`config.mk`:
```
export PLATFORM = sky130hd
export DESIGN_NAME = mbs_fetch_stage
export DESIGN_NICKNAME = d
export VERILOG_FILES = /design/src/rtl/mbs_fetch_stage_pkg.sv /design/src/rtl/mbs_fetch_skid.sv /design/src/rtl/mbs_fetch_stage.sv
export SDC_FILE = /design/constraint.sdc
export NUM_CORES = 1
export LEC_CHECK = 0
export ABC_AREA = 1
export CAP_MARGIN = 30
export CORE_MARGIN = 4
export CORE_UTILIZATION = 48
export CTS_CLUSTER_SIZE = 10
export DETAILED_ROUTE_END_ITERATION = 10
export GPL_TIMING_DRIVEN = 1
export PLACE_DENSITY = 0.86
export SYNTH_ARGS = -nofsm -noshare
export SYNTH_HDL_FRONTEND = slang
export SYNTH_SLANG_ARGS = --single-unit
```
`constraint.sdc`:
```
create_clock -name clk -period 2 [get_ports clk]
set_input_delay 0.2 -clock clk [delete_from_list [all_inputs] [get_ports clk]]
set_output_delay 0.2 -clock clk [all_outputs]
set_load 0.03 [all_outputs]
```
`src/rtl/mbs_fetch_stage_pkg.sv`:
```
// Shared constants for the MBS instruction-fetch stage:
// fetch FSM encodings, the NOP word and the default datapath width.
package mbs_fetch_stage_pkg;

    localparam int MBS_DATA_WIDTH = 32;

    localparam logic [1:0] IF_IDLE = 2'd0;
    localparam logic [1:0] IF_REQ  = 2'd1;
    localparam logic [1:0] IF_WAIT = 2'd2;
    localparam logic [1:0] IF_DROP = 2'd3;

    localparam logic [31:0] MBS_NOP_INST = 32'h0000_0000;

endpackage

```
`src/rtl/mbs_fetch_skid.sv`:
```
// One-entry {inst, pc} skid buffer between the fetch FSM and IF/ID.
// Clear wins over load, load wins over drain.
module mbs_fetch_skid
    import mbs_fetch_stage_pkg::*;
#(
    parameter int W = MBS_DATA_WIDTH
) (
    input  logic         clk,
    input  logic         rst,
    input  logic         i_load,
    input  logic         i_drain,
    input  logic         i_clear,
    input  logic [W-1:0] i_inst,
    input  logic [W-1:0] i_pc,
    output logic         o_full,
    output logic [W-1:0] o_inst,
    output logic [W-1:0] o_pc
);

    logic         r_full;
    logic [W-1:0] r_inst;
    logic [W-1:0] r_pc;

    always_ff @(posedge clk or negedge rst) begin
        if (!rst) begin
            r_full <= 1'b0;
            r_inst <= '0;
            r_pc   <= '0;
        end else if (i_clear) begin
            r_full <= 1'b0;
        end else if (i_load) begin
            r_full <= 1'b1;
            r_inst <= i_inst;
            r_pc   <= i_pc;
        end else if (i_drain) begin
            r_full <= 1'b0;
        end
    end

    assign o_full = r_full;
    assign o_inst = r_inst;
    assign o_pc   = r_pc;

endmodule

```
`src/rtl/mbs_fetch_stage.sv`:
```
// MBS IF stage: PC, one-outstanding imem port, IF/ID register and skid.
// MBS_FETCH_ALIGN_CHECK_EN adds if_id_fault for misaligned redirects.
module mbs_fetch_stage
    import mbs_fetch_stage_pkg::*;
#(
    parameter int                    DATA_WIDTH = MBS_DATA_WIDTH,
    parameter logic [DATA_WIDTH-1:0] RESET_PC   = '0
) (
    input  logic                  clk,
    input  logic                  rst,
    output logic                  imem_req,
    output logic [DATA_WIDTH-1:0] imem_addr,
    input  logic                  imem_gnt,
    input  logic                  imem_rvalid,
    input  logic [DATA_WIDTH-1:0] imem_rdata,
    input  logic                  redirect_valid,
    input  logic [DATA_WIDTH-1:0] redirect_pc,
    input  logic                  id_stall,
`ifdef MBS_FETCH_ALIGN_CHECK_EN
    output logic                  if_id_fault,
`endif
    output logic                  if_id_valid,
    output logic [DATA_WIDTH-1:0] if_id_inst,
    output logic [DATA_WIDTH-1:0] if_id_pc,
    output logic [DATA_WIDTH-1:0] if_id_pc_plus4
);

    logic [1:0]            r_state;
    logic [DATA_WIDTH-1:0] r_pc;
    logic [DATA_WIDTH-1:0] r_req_pc;
    logic                  r_if_valid;
    logic [DATA_WIDTH-1:0] r_if_inst;
    logic [DATA_WIDTH-1:0] r_if_pc;
    logic [DATA_WIDTH-1:0] r_if_pc4;

    logic                  w_skid_full;
    logic [DATA_WIDTH-1:0] w_skid_inst;
    logic [DATA_WIDTH-1:0] w_skid_pc;
    logic                  w_deliver;
    logic                  w_drain;
    logic                  w_skid_load;
    logic                  w_if_load;
    logic                  w_busy;
    logic                  w_misalign;
    logic                  w_halt;
    logic [DATA_WIDTH-1:0] w_rpc;

`ifdef MBS_FETCH_ALIGN_CHECK_EN
    logic r_halt;
    logic r_fault;

    assign w_misalign = redirect_valid && (redirect_pc[1:0] != 2'b00);
    assign w_rpc      = redirect_pc;
    assign w_halt     = r_halt;

    // A misaligned target parks fetch until the next redirect.
    always_ff @(posedge clk or negedge rst) begin
        if (!rst) begin
            r_halt  <= 1'b0;
            r_fault <= 1'b0;
        end else if (redirect_valid) begin
            r_halt  <= w_misalign;
            r_fault <= w_misalign;
        end else if (w_drain || w_if_load || !id_stall) begin
            r_fault <= 1'b0;
        end
    end

    assign if_id_fault = r_fault;
`else
    assign w_misalign = 1'b0;
    assign w_rpc      = redirect_pc & ~DATA_WIDTH'(3);
    assign w_halt     = 1'b0;
`endif

    always_comb begin
        w_deliver   = (r_state == IF_WAIT) && imem_rvalid && !redirect_valid;
        w_drain     = w_skid_full && !id_stall && !redirect_valid;
        w_skid_load = w_deliver && (w_drain || (r_if_valid && id_stall));
        w_if_load   = w_deliver && !w_skid_load;
        // A granted request whose response is still to come.
        w_busy      = ((r_state == IF_REQ) && imem_gnt)
                   || (((r_state == IF_WAIT) || (r_state == IF_DROP))
                       && !imem_rvalid);
    end

    always_ff @(posedge clk or negedge rst) begin
        if (!rst) begin
            r_state  <= IF_IDLE;
            r_pc     <= RESET_PC;
            r_req_pc <= '0;
        end else if (redirect_valid) begin
            r_pc <= w_rpc;
            if (w_busy)
                r_state <= IF_DROP;
            else if (w_misalign)
                r_state <= IF_IDLE;
            else
                r_state <= IF_REQ;
        end else begin
            case (r_state)
                IF_IDLE: begin
                    if (!w_halt && (!w_skid_full || w_drain))
                        r_state <= IF_REQ;
                end
                IF_REQ: begin
                    if (imem_gnt) begin
                        r_req_pc <= r_pc;
                        r_pc     <= r_pc + DATA_WIDTH'(4);
                        r_state  <= IF_WAIT;
                    end
                end
                IF_WAIT: begin
                    if (imem_rvalid)
                        r_state <= w_skid_load ? IF_IDLE : IF_REQ;
                end
                default: begin
                    if (imem_rvalid)
                        r_state <= w_halt ? IF_IDLE : IF_REQ;
                end
            endcase
        end
    end

    always_ff @(posedge clk or negedge rst) begin
        if (!rst) begin
            r_if_valid <= 1'b0;
            r_if_inst  <= '0;
            r_if_pc    <= '0;
            r_if_pc4   <= '0;
        end else if (redirect_valid) begin
            r_if_valid <= w_misalign;
            if (w_misalign) begin
                r_if_inst <= DATA_WIDTH'(MBS_NOP_INST);
                r_if_pc   <= redirect_pc;
                r_if_pc4  <= redirect_pc + DATA_WIDTH'(4);
            end
        end else if (w_drain) begin
            r_if_valid <= 1'b1;
            r_if_inst  <= w_skid_inst;
            r_if_pc    <= w_skid_pc;
            r_if_pc4   <= w_skid_pc + DATA_WIDTH'(4);
        end else if (w_if_load) begin
            r_if_valid <= 1'b1;
            r_if_inst  <= imem_rdata;
            r_if_pc    <= r_req_pc;
            r_if_pc4   <= r_req_pc + DATA_WIDTH'(4);
        end else if (!id_stall) begin
            r_if_valid <= 1'b0;
        end
    end

    mbs_fetch_skid #(
        .W (DATA_WIDTH)
    ) u_skid (
        .clk     (clk),
        .rst     (rst),
        .i_load  (w_skid_load),
        .i_drain (w_drain),
        .i_clear (redirect_valid),
        .i_inst  (imem_rdata),
        .i_pc    (r_req_pc),
        .o_full  (w_skid_full),
        .o_inst  (w_skid_inst),
        .o_pc    (w_skid_pc)
    );

    assign imem_req       = (r_state == IF_REQ);
    assign imem_addr      = r_pc;
    assign if_id_valid    = r_if_valid;
    assign if_id_inst     = r_if_inst;
    assign if_id_pc       = r_if_pc;
    assign if_id_pc_plus4 = r_if_pc4;

endmodule

```
### After elaboration in Yosys (flattened, before gate mapping)

Index checks and enable logic that the tools add are counted.

| storage, ports and cells | value |
|---|---|
| register bits | 228 |
| output and inout port bits | 130 |
| word-level logic and storage cells | 74 |

| cells by class | value |
|---|---|
| add/sub/neg operators | 3 |
| eq/ne operators | 7 |
| muxes and demuxes | 24 |
| bitwise logic cells | 1 |
| reductions and logical operators | 29 |

Operator list:

| kind | number |
|---|---|
| $mux W32 | 9 |
| $add A32 B3 Y32 const B | 3 |
| $mux W2 | 6 |
| $logic_and A1 B1 Y1 | 9 |
| $mux W1 | 8 |
| $ne A3 B3 Y1 const B | 2 |
| $pmux W2 S3 | 1 |
| $reduce_and A2 Y1 | 3 |
| $reduce_bool A2 Y1 | 3 |
| $logic_not A1 Y1 | 5 |
| $eq A2 B2 Y1 const B | 2 |
| $logic_or A1 B1 Y1 | 4 |
| $ne A4 B2 Y1 const B | 1 |
| $reduce_and A4 Y1 | 1 |
| $reduce_bool A4 Y1 | 1 |
| $ne A3 B1 Y1 const B | 1 |
| $reduce_and A3 Y1 | 1 |
| $reduce_bool A3 Y1 | 1 |
| $eq A2 B1 Y1 const B | 1 |
| $logic_not A2 Y1 | 1 |
| $not A1 Y1 | 1 |

### Depth between registers and ports, before layout

| logic depth | value |
|---|---|
| word-level depth | 10 |
| mapped depth | 15 |
| mapped depth without buffers | 14 |

### Cells and area by module

Synthesis repeated with hierarchy kept, for this count alone.

| unflattened totals | value |
|---|---|
| cells, all modules | 1,414 |
| area, all modules | 11,019.3 sq um |

By module, submodules not included:

| module | instances | cells an instance | area an instance (sq um) | seq. area each (sq um) |
|---|---|---|---|---|
| mbs_fetch_stage | 1 | 1,131 | 8,431.8 | 3,928.8 |
| mbs_fetch_skid | 1 | 283 | 2,587.5 | 1,626.6 |

### Worst setup path before layout

Ideal clock, no wire load.

| timing path | value |
|---|---|
| kind | flip-flop to flip-flop |
| start | reg r_pc[2] (netlist: imem_addr[2]) |
| end | reg r_pc[24] (netlist: imem_addr[24]) |
| arrival time | 1.951 ns |
| required time | 1.883 ns |
| slack | -0.068 ns |
| stages on the path, launching flop included | 13 |
| period minus slack after synthesis | 2.068 ns |
| path through | dfrtp_1 ha_1 nand3_1 nor2_1 nand2_1 nor2_1 nand2_1 inv_1 nand2_1 o21ai_0 nand3_1 nand2_1 nand2_1 |

| on the way | value |
|---|---|
| longest elaborated chain between the ends | 4 |

RTL lines:

| what | RTL line | text |
|---|---|---|
| start, declared | mbs_fetch_stage.sv:29 | `logic [DATA_WIDTH-1:0] r_pc;` |
| start signal, assigned | mbs_fetch_stage.sv:93 | `r_pc <= w_rpc;` |
| start signal, assigned | mbs_fetch_stage.sv:109 | `r_pc <= r_pc + DATA_WIDTH'(4);` |
| $add A32 B3 Y32 | mbs_fetch_stage.sv:109 |  |
| $mux W32 | mbs_fetch_stage.sv:107 | `if (imem_gnt) begin` |
| $mux W32 | mbs_fetch_stage.sv:101 | `case (r_state)` |
| $mux W32 | mbs_fetch_stage.sv:92 | `end else if (redirect_valid) begin` |

No other way between the ends. The select of a mux whose other input is x is not followed.
A chain may end at the register's enable or synchronous reset.

### Worst setup path in the final report

| timing path | value |
|---|---|
| start | reg r_pc[23] (netlist: imem_addr[23]) |
| end | out imem_addr[23] |

RTL lines:

| what | RTL line | text |
|---|---|---|
| end, declared | mbs_fetch_stage.sv:12 | `output logic [DATA_WIDTH-1:0] imem_addr,` |

No word-level cell between the ends.

==> metrics <==
status=finished, final reports clean; combinational power share=45.0%; clk slew on worst S/H paths=0.06 ns; vias per cell=5.44; Total GRT Usage=approximately a quarter; Synth top cells by count=nand2_1 (374), dfrtp_1 (218), nor2_1 (147); drc violations=0; r2r endpoint=if_id_pc_plus4[30]; EDFF count, synth=0; skew final=0.0125 ns; Bufs and invs on worst path=1; Worst EP arrival=1.76 ns; layout cell share with drive strength beyond 1=19.3%; R2R Setup Slk=0.07 ns; CTS tree=built; area share of the largest cell type after synthesis=between 50 and 60%; Clock Latency Late Sink=approximately 0.52 ns; Die X-Extent=158 um; utilization after layout=67.3%; root buffer cell=clkbuf_16; prevailing post-synth register cell=dfrtp_1; GR Layer Usage met2=just over 40%; input/output buffers=191; RSZ-0062 raised after global routing=yes; element type at the critical path end=output pin; clock share of power=between 20% and 30%; Int Pwr=12.0 mW; Worst setup SP type=flop; worst r2r path cells=12; final hold violations=0; Hold Crit Class=in2reg; Worst Tran Pin Value=0.562 ns; vias in the first global route=9907; M1 GR Usage=33.5%; synth top area cells=dfrtp_1 (51%), nand2_1 (13%), nor2_1 (5.1%); first-pass GRT wire length=49600 um; GR peak layer=met2; Hold Crit Depth=3; antenna violations before repair=0; IO Pins=200; standard-cell rows=54; Cell Area, Synth=~11000 um^2; Final ANT Viol Nets=0; delay of the slowest critical-path stage=0.74 ns; Leak=approximately 6.9 nW; Synth Area per Inst=8.25 um^2; Final Power=20.2 mW; CP cell instances=clkdlybuf4s50_1; final setup fails=0; Cells after Synth=roughly 1300; net switching fraction of the power=40.5%; CP delay by family, top=buffers and inverters; Synth area leader=dfrtp_1; Starting Density=about half; GR Overflow Total=0; hold path startpoint=redirect_pc[7]; via count=10209; post-DR wirelength/cell=16.8 um; Core Region=22000 um^2; critical path type=reg2out; First DRT Iteration DRCs=838; hpwl dp=~22000 um; drt total wl=31500 um; fin nets=1662; maximum vdd drop=slightly above 0.7 mV; Worst slew margin=62.5%; full die area=between 20000 and 25000 um^2; cell with the most instances after synthesis=nand2_1; Async SR Flop Fraction=100%; Syn-to-layout area delta=37.5%; Net Sw Power=8.18 mW; design area=14800 um^2; #FFs+latches synth=218; deepest clock path buffer count=3; Crit-path slowest cell=clkdlybuf4s50_1; H-tree Lvls=1; post-route minimum period=a little under 2 ns; Synth cell types=just over 40; Storage cell area=5460 um^2; Fmax=509 MHz; Final Max Slew Viols=0; pre-CTS setup slack=-0.424 ns; # fillers=1590; clock sink total=218; critical path fanouts, max=8; router iterations before antenna repair=7; Inserted Clock Buffers=26; sequential area share after synthesis=between 50% and 60%; Final period util=98.2%; WP data required=1.80 ns; area occupied by multi-input gates=4770 um^2; Yosys warnings=0; Sequential Power Share=around a third; Hold EP=imem_addr[7]; Die Ht=roughly 160 um; GPL Wtd Cong=0.905; Max-cap violations=0; final worst slack=0.0369 ns; n_diodes=0; met3 global-route usage=between 3 and 4%; pwr dens=~1400 nW/um^2; dpl cell area=13800 um^2; FF-to-FF Start=u_skid.o_full; pin count of the biggest net entering global routing=61
==> worst register-to-register path, delay by kind of cell (launching register included) <==
family	cells	cell delay, ns
buffers and inverters	1	0.14
flip-flops	1	0.44
AND/OR/NAND/NOR	10	1.07
adder cells (fa/ha/maj)	1	0.18
==> power groups by stage <==
| stage | logic, mW | clock network [mW] | registers [mW] |
|---|---|---|---|
| after floorplan | 2.80 | 0 | 8.80 |
| after global placement | 8.60 | 0 | 6.91 |
| after detailed placement | 8.81 | 0 | 6.97 |
| after CTS | 8.91 | 4.19 | 6.93 |
| after global routing | 9.75 | 4.38 | 7.11 |
| final | 9.08 | 4.13 | 6.96 |
==> per-layer routing <==
layer	wire length, um	vias to the layer above
met5	0	-
li1	-	4798
met1	12700	4811
met2	15200	523
met3	2660	77
met4	920	0
==> stage by stage <==
stage	setup TNS (ns)	hold slack [ns]	std cells
detailed placement	-31.88	0.238	1834
global placement	-25.60	0.227	1834
CTS	0	0.232	1868
finish	0	0.243	1875
floorplan	0	-0.0956	1308
global route	-0.0677	0.259	1875
==> sequential cells by signal, summed over array words and instances, names as in the netlist <==
signal and count:
if_id_inst 32, u_skid.o_inst 32, if_id_pc 30, if_id_pc_plus4 30, imem_addr 30, r_req_pc 30
u_skid.o_pc 30, r_state 2, if_id_valid 1, u_skid.o_full 1
==> final cells by class <==
cell class | instances | share of cell area (%)
repair buffers | 319 | 20.9
multi-input cells | 921 | 32.3
clock buffers | 31 | 4.74
well taps | 280 | 2.37
inverters | 104 | 2.66
clock inverters | 2 | 0.0846
flip-flops and latches | 218 | 36.9
==> worst max-delay path by stage <==
| stage | from | slack (ns) | cells past startpoint | to |
|---|---|---|---|---|
| after detailed placement | redirect_valid | -0.42 | 12 | if_id_pc_plus4[20] |
| after global placement | redirect_valid | -0.40 | 12 | if_id_pc_plus4[20] |
| final | imem_addr[23] | 0.04 | 1 | imem_addr[23] |
| after floorplan | imem_addr[2] | 0.05 | 12 | imem_addr[24] |
| after CTS | u_skid.o_full | 0.007 | 12 | if_id_pc_plus4[22] |
| after global routing | u_skid.o_full | -0.02 | 12 | if_id_pc_plus4[27] |
==> cell usage in the layout, fill, tap and decap left out, types with 35 or more instances in the layout <==
| master | instances |
|---|---|
| inv_1 | 94 |
| a31oi_1 | 36 |
| dfrtp_1 | 215 |
| mux2_2 | 40 |
| nor2_1 | 135 |
| o21ai_0 | 72 |
| clkdlybuf4s50_1 | 187 |
| nand3_1 | 76 |
| nand2_2 | 35 |
| nand2_1 | 357 |
| buf_4 | 111 |
==> what timing repair did <==
item,CTS,global route
endpoints found under the hold margin,56,0
hold buffers,1,0
resized for setup,9,46
gates cloned,0,2
setup buffers,0,5
endpoints found under the setup margin,10,88
pin swaps,1,14
==> logic make-up (layout without fill, tap and decap cells) <==
family                     Yosys count  in the layout  synth area share, %
AOI/OAI and AO/OA                  170            170                 9.14
xor gates and xnor gates             8              8                0.652
adders and majority gates            2              2                0.233
DFF                                218            218                 50.8
buffers and inverters              169            456                 6.81
and+or+nand+nor                    695            695                 28.2
other                                1              6               0.0349
muxes                               40             40                 4.19
(Power assumes the default switching activity.)
